$ cat config.mk
export PLATFORM = sky130hd
export DESIGN_NAME = id_ex_reg_b
export DESIGN_NICKNAME = d
export VERILOG_FILES = /design/src/rtl/id_ex_reg_b.sv
export SDC_FILE = /design/constraint.sdc
export NUM_CORES = 1
export LEC_CHECK = 0
export ABC_AREA = 0
export CORE_AREA = 4 4 159 161
export CTS_CLUSTER_DIAMETER = 30
export DETAILED_ROUTE_END_ITERATION = 8
export DIE_AREA = 0 0 163 165
export GPL_TIMING_DRIVEN = 0
export MAX_ROUTING_LAYER = met4
export PLACE_DENSITY = 0.69
export SYNTH_ARGS = -nofsm -noshare
export SYNTH_HDL_FRONTEND = slang
export SYNTH_SLANG_ARGS = --single-unit
$ cat constraint.sdc
create_clock -name clk -period 8.5 [get_ports clk]
set_input_delay 1.7 -clock clk [delete_from_list [all_inputs] [get_ports clk]]
set_output_delay 1.7 -clock clk [all_outputs]
set_load 0.05 [all_outputs]
$ cat src/rtl/id_ex_reg_b.sv
// Lane-B ID/EX pipeline register with stall, flush-to-bubble and a saturating
// count of valid instructions discarded by flush.
module id_ex_reg_b #(
   parameter int XLEN  = 32,
   parameter int CNT_W = 16
) (
   input  logic             clk,
   input  logic             reset,
   input  logic             StallB_E,
   input  logic             FlushB_E,
   input  logic             ValidB_D,
   input  logic [XLEN-1:0]  RD1B_D,
   input  logic [XLEN-1:0]  RD2B_D,
   input  logic [4:0]       Rs1B_D,
   input  logic [4:0]       Rs2B_D,
   input  logic [4:0]       RdB_D,
   input  logic [XLEN-1:0]  ImmExtB_D,
   input  logic [XLEN-1:0]  PCB_D,
   input  logic [XLEN-1:0]  PCPlus4B_D,
   input  logic             RegWriteB_D,
   input  logic             MemWriteB_D,
   input  logic             ALUSrcB_D,
   input  logic             BranchB_D,
   input  logic             JumpB_D,
   input  logic [1:0]       ResultSrcB_D,
   input  logic [2:0]       ALUControlB_D,
   output logic             ValidB_E,
   output logic [XLEN-1:0]  RD1B_E,
   output logic [XLEN-1:0]  RD2B_E,
   output logic [4:0]       Rs1B_E,
   output logic [4:0]       Rs2B_E,
   output logic [4:0]       RdB_E,
   output logic [XLEN-1:0]  ImmExtB_E,
   output logic [XLEN-1:0]  PCB_E,
   output logic [XLEN-1:0]  PCPlus4B_E,
   output logic             RegWriteB_E,
   output logic             MemWriteB_E,
   output logic             ALUSrcB_E,
   output logic             BranchB_E,
   output logic             JumpB_E,
   output logic [1:0]       ResultSrcB_E,
   output logic [2:0]       ALUControlB_E,
   output logic [CNT_W-1:0] FlushCntB
);

   localparam logic [CNT_W-1:0] CNT_MAX = '1;
   localparam logic [CNT_W-1:0] CNT_ONE = CNT_W'(1);

   // NOTE: every register here is sequential state, so it is assigned with <=
   // only; a blocking assignment would let later statements see the new value.
   always_ff @(posedge clk or posedge reset) begin
      if (reset) begin
         ValidB_E      <= 1'b0;
         RD1B_E        <= '0;
         RD2B_E        <= '0;
         Rs1B_E        <= '0;
         Rs2B_E        <= '0;
         RdB_E         <= '0;
         ImmExtB_E     <= '0;
         PCB_E         <= '0;
         PCPlus4B_E    <= '0;
         RegWriteB_E   <= 1'b0;
         MemWriteB_E   <= 1'b0;
         ALUSrcB_E     <= 1'b0;
         BranchB_E     <= 1'b0;
         JumpB_E       <= 1'b0;
         ResultSrcB_E  <= '0;
         ALUControlB_E <= '0;
         FlushCntB     <= '0;
      end else if (FlushB_E) begin
         // Bubble with all-zero register indices so forwarding can only match x0.
         ValidB_E      <= 1'b0;
         RD1B_E        <= '0;
         RD2B_E        <= '0;
         Rs1B_E        <= '0;
         Rs2B_E        <= '0;
         RdB_E         <= '0;
         ImmExtB_E     <= '0;
         PCB_E         <= '0;
         PCPlus4B_E    <= '0;
         RegWriteB_E   <= 1'b0;
         MemWriteB_E   <= 1'b0;
         ALUSrcB_E     <= 1'b0;
         BranchB_E     <= 1'b0;
         JumpB_E       <= 1'b0;
         ResultSrcB_E  <= '0;
         ALUControlB_E <= '0;
         if (ValidB_D && FlushCntB != CNT_MAX)
            FlushCntB <= FlushCntB + CNT_ONE;
      end else if (!StallB_E) begin
         ValidB_E      <= ValidB_D;
         RD1B_E        <= RD1B_D;
         RD2B_E        <= RD2B_D;
         Rs1B_E        <= Rs1B_D;
         Rs2B_E        <= Rs2B_D;
         RdB_E         <= RdB_D;
         ImmExtB_E     <= ImmExtB_D;
         PCB_E         <= PCB_D;
         PCPlus4B_E    <= PCPlus4B_D;
         // An empty slot must never write state or redirect the PC.
         RegWriteB_E   <= RegWriteB_D & ValidB_D;
         MemWriteB_E   <= MemWriteB_D & ValidB_D;
         ALUSrcB_E     <= ALUSrcB_D;
         BranchB_E     <= BranchB_D & ValidB_D;
         JumpB_E       <= JumpB_D & ValidB_D;
         ResultSrcB_E  <= ResultSrcB_D;
         ALUControlB_E <= ALUControlB_D;
      end
   end

endmodule

==> flow_summary.yaml <==
status:
  status: "completed"
sta:
  setup_viol: 0
  max_slew_margin_pct: 52.6
  period_minus_slack_ps: 3560
  fmax_ghz: 0.281
  worst_slew_pin_slew_ps: 712
  drv_slew: 0
  finClkSkew_ps: 6.90
  layout_setup_ws_ps: 4940
  period_share_pct: 41.9
  rsz0062_at_grt: "no"
  hold_violations: 0
clock_tree:
  hold_buffers: 0
  htreeDepth: 2
  tritoncts_num_sinks: 202
  root_buffer: "clkbuf_16"
  numCtsBuffers: 45
  clk_pin_slew_ps: 40
  insertion_delay_ps: 500
  post_cts_buffers: 0
  cts_tree: "yes"
  max-clock-path-buffers: 3
  cts_resized: 0
synthesis:
  synth_top_cell_by_area: "dfrtp_1"
  syn-num-nets: 864
  avgSynthCellArea_sq_um: 12.2
  ys_seq_area_share_pct: 61.6
  ys_seq_elements: 202
  netlist.area_leader.share_pct: 61.6
  synth_area_leaders: "dfrtp_1, mux2i_1, nor2_1, xor2_1, buf_2"
  yosysWarningCount: 0
  synth_cell_types: 30
  synthCells: 673
  synthesis.area_sq_um: 8210
finish:
  area_delta_synth_final_pct: 71.7
  final_common_cell: "clkdlybuf4s50_1"
  mostFrequentLayoutCells: "clkdlybuf4s50_1, dfrtp_1, nor2_1, mux2i_1, clkbuf_16"
  postLayoutCellArea_sq_um: 14100
  finish.net_count: 1301
  diodes: 0
  drive_gt1_share_pct: 9.00
  fin_cells: 1468
  final_util_pct: 58.8
floorplan:
  fp.dieW_microns: 163
  dieArea_sq_um: 26900
  core_area_sq_um: 24000
  die_y_microns: 165
  io_pins: 392
  rows: 57
  start_util_pct: 34.3
grt:
  grt_pass1_wl_mm: 41.4
  antenna_found_initial: 0
  grt_max_degree: 107
  overflow: 0
  grt_usage_pct: 20.3
  grt_pass1_vias: 7432
detailed_routing:
  antenna_left: 0
  post_drt_wl_per_cell_microns: 18.7
  avgViaCountPerCell: 4.64
  drc: 0
  drt-initial-drc-count: 246
  firstDrtPassIters: 4
  num_vias: 6818
  routed_wl_mm: 27.5
setup_path:
  cp.depth: 1
  crit_required_ps: 6800
  r2r_cells: 6
  cp-end-kind: "output pin"
  cpPeakStageDelay_ps: 860
  startpoint_type: "flip-flop"
  crit_chain: "clkdlybuf4s50_1"
  crit_type: "flip-flop to output pin"
  crit_fanout: 7
  critPathArrivalTime_ps: 1860
  path_buf_inv: 1
  cp_top_family: "buffers and inverters"
  cp_slowest_cell: "clkdlybuf4s50_1"
placed_design:
  dp_slack_ps: 4970
  hpwl_mm: 20.2
  placed_area_sq_um: 12500
  routabilityCongestion: 0.788
  dp_cells: 1387
  placement.io_buffers: 389
power:
  power-per-cell-area_nw_per_um2: 247
  vdd_drop_max_uv: 186
  total_power_mw: 3.48
  leakagePower_nw: 6.60
min_path:
  hold_class: "flip-flop to flip-flop"
  min_path_cells: 1
flow_run:
  cap_violations: 0
stage by stage:
step / hold slack (ps) / setup TNS [ps]
final: 488 / 0
after global routing: 525 / 0
after CTS: 496 / 0
after detailed placement: 490 / 0
after global placement: 484 / -353490
after floorplan: 795 / 0
worst paths after layout:
path                               start       endpoint  slack [ps]
min reg2reg                FlushCntB[15]  FlushCntB[15]         490
min in group asynchronous          reset  PCPlus4B_E[7]        1690
max reg2reg                 FlushCntB[0]   FlushCntB[4]        6560
max                         FlushCntB[2]   FlushCntB[2]        4940
max in group asynchronous          reset  FlushCntB[11]        5820
min                        FlushCntB[15]  FlushCntB[15]         490
cells in the mapped netlist, drive strengths merged:
| cell | instances |
|---|---|
| clkbuf | 20 |
| nand2 | 1 |
| xor2 | 13 |
| a211oi | 1 |
| nor2 | 188 |
| nand4b | 1 |
| nor3 | 5 |
| inv | 1 |
| and3 | 1 |
| a22oi | 4 |
| a21oi | 1 |
| ha | 1 |
| nand4 | 8 |
| a2111oi | 1 |
| buf | 23 |
| nor3b | 2 |
| dfrtp | 202 |
| mux2i | 181 |
| xnor2 | 2 |
| nor4 | 5 |
| mux2 | 1 |
| or2b | 1 |
| or2 | 1 |
| nor2b | 1 |
| nand3 | 8 |
metal layers:
layer	part of all wire (%)	routed length (microns)	track usage, %
met4	2.8	775	7.01
met1	38	10400	22.4
met2	48	13300	33.9
met5	0	0	-
met3	11	2980	7.71
logic make-up (layout without fill, tap and decap cells):
kind of cell | Yosys count | in the layout | synth area share [%]
muxes | 182 | 182 | 22.2
xor gates and xnor gates | 15 | 15 | 1.60
DFF | 202 | 202 | 61.6
adders and majority gates | 1 | 1 | 0.152
and+or+nand+nor | 222 | 222 | 11.4
buffers and inverters | 44 | 515 | 2.36
AOI/OAI and AO/OA | 7 | 7 | 0.701
layout make-up:
class                      instances  area [sq um]
timing repair buffer             390          3920
clock inverter                    23           294
tap                              324           405
multi-input combinational        427          2960
fill                            2060          9870
buffer                            43           190
inverter                           1          11.3
sequential                       202          5050
clock buffer                      58          1260
registers in the layout, summed over array words and instances (netlist names), 2 cells and up:
signal / cells
Rs2B_E: 5
ImmExtB_E: 32
PCB_E: 32
RdB_E: 5
Rs1B_E: 5
RD1B_E: 32
FlushCntB: 16
PCPlus4B_E: 32
RD2B_E: 32
ALUControlB_E: 3
ResultSrcB_E: 2
power breakdown:
part	total, mW	internal [mW]	switching, mW
clock	1.75	1.22	0.536
sequential	1.09	1.03	0.0563
combinational	0.640	0.252	0.388
No activity file was read; power rests on OpenSTA's default activity.
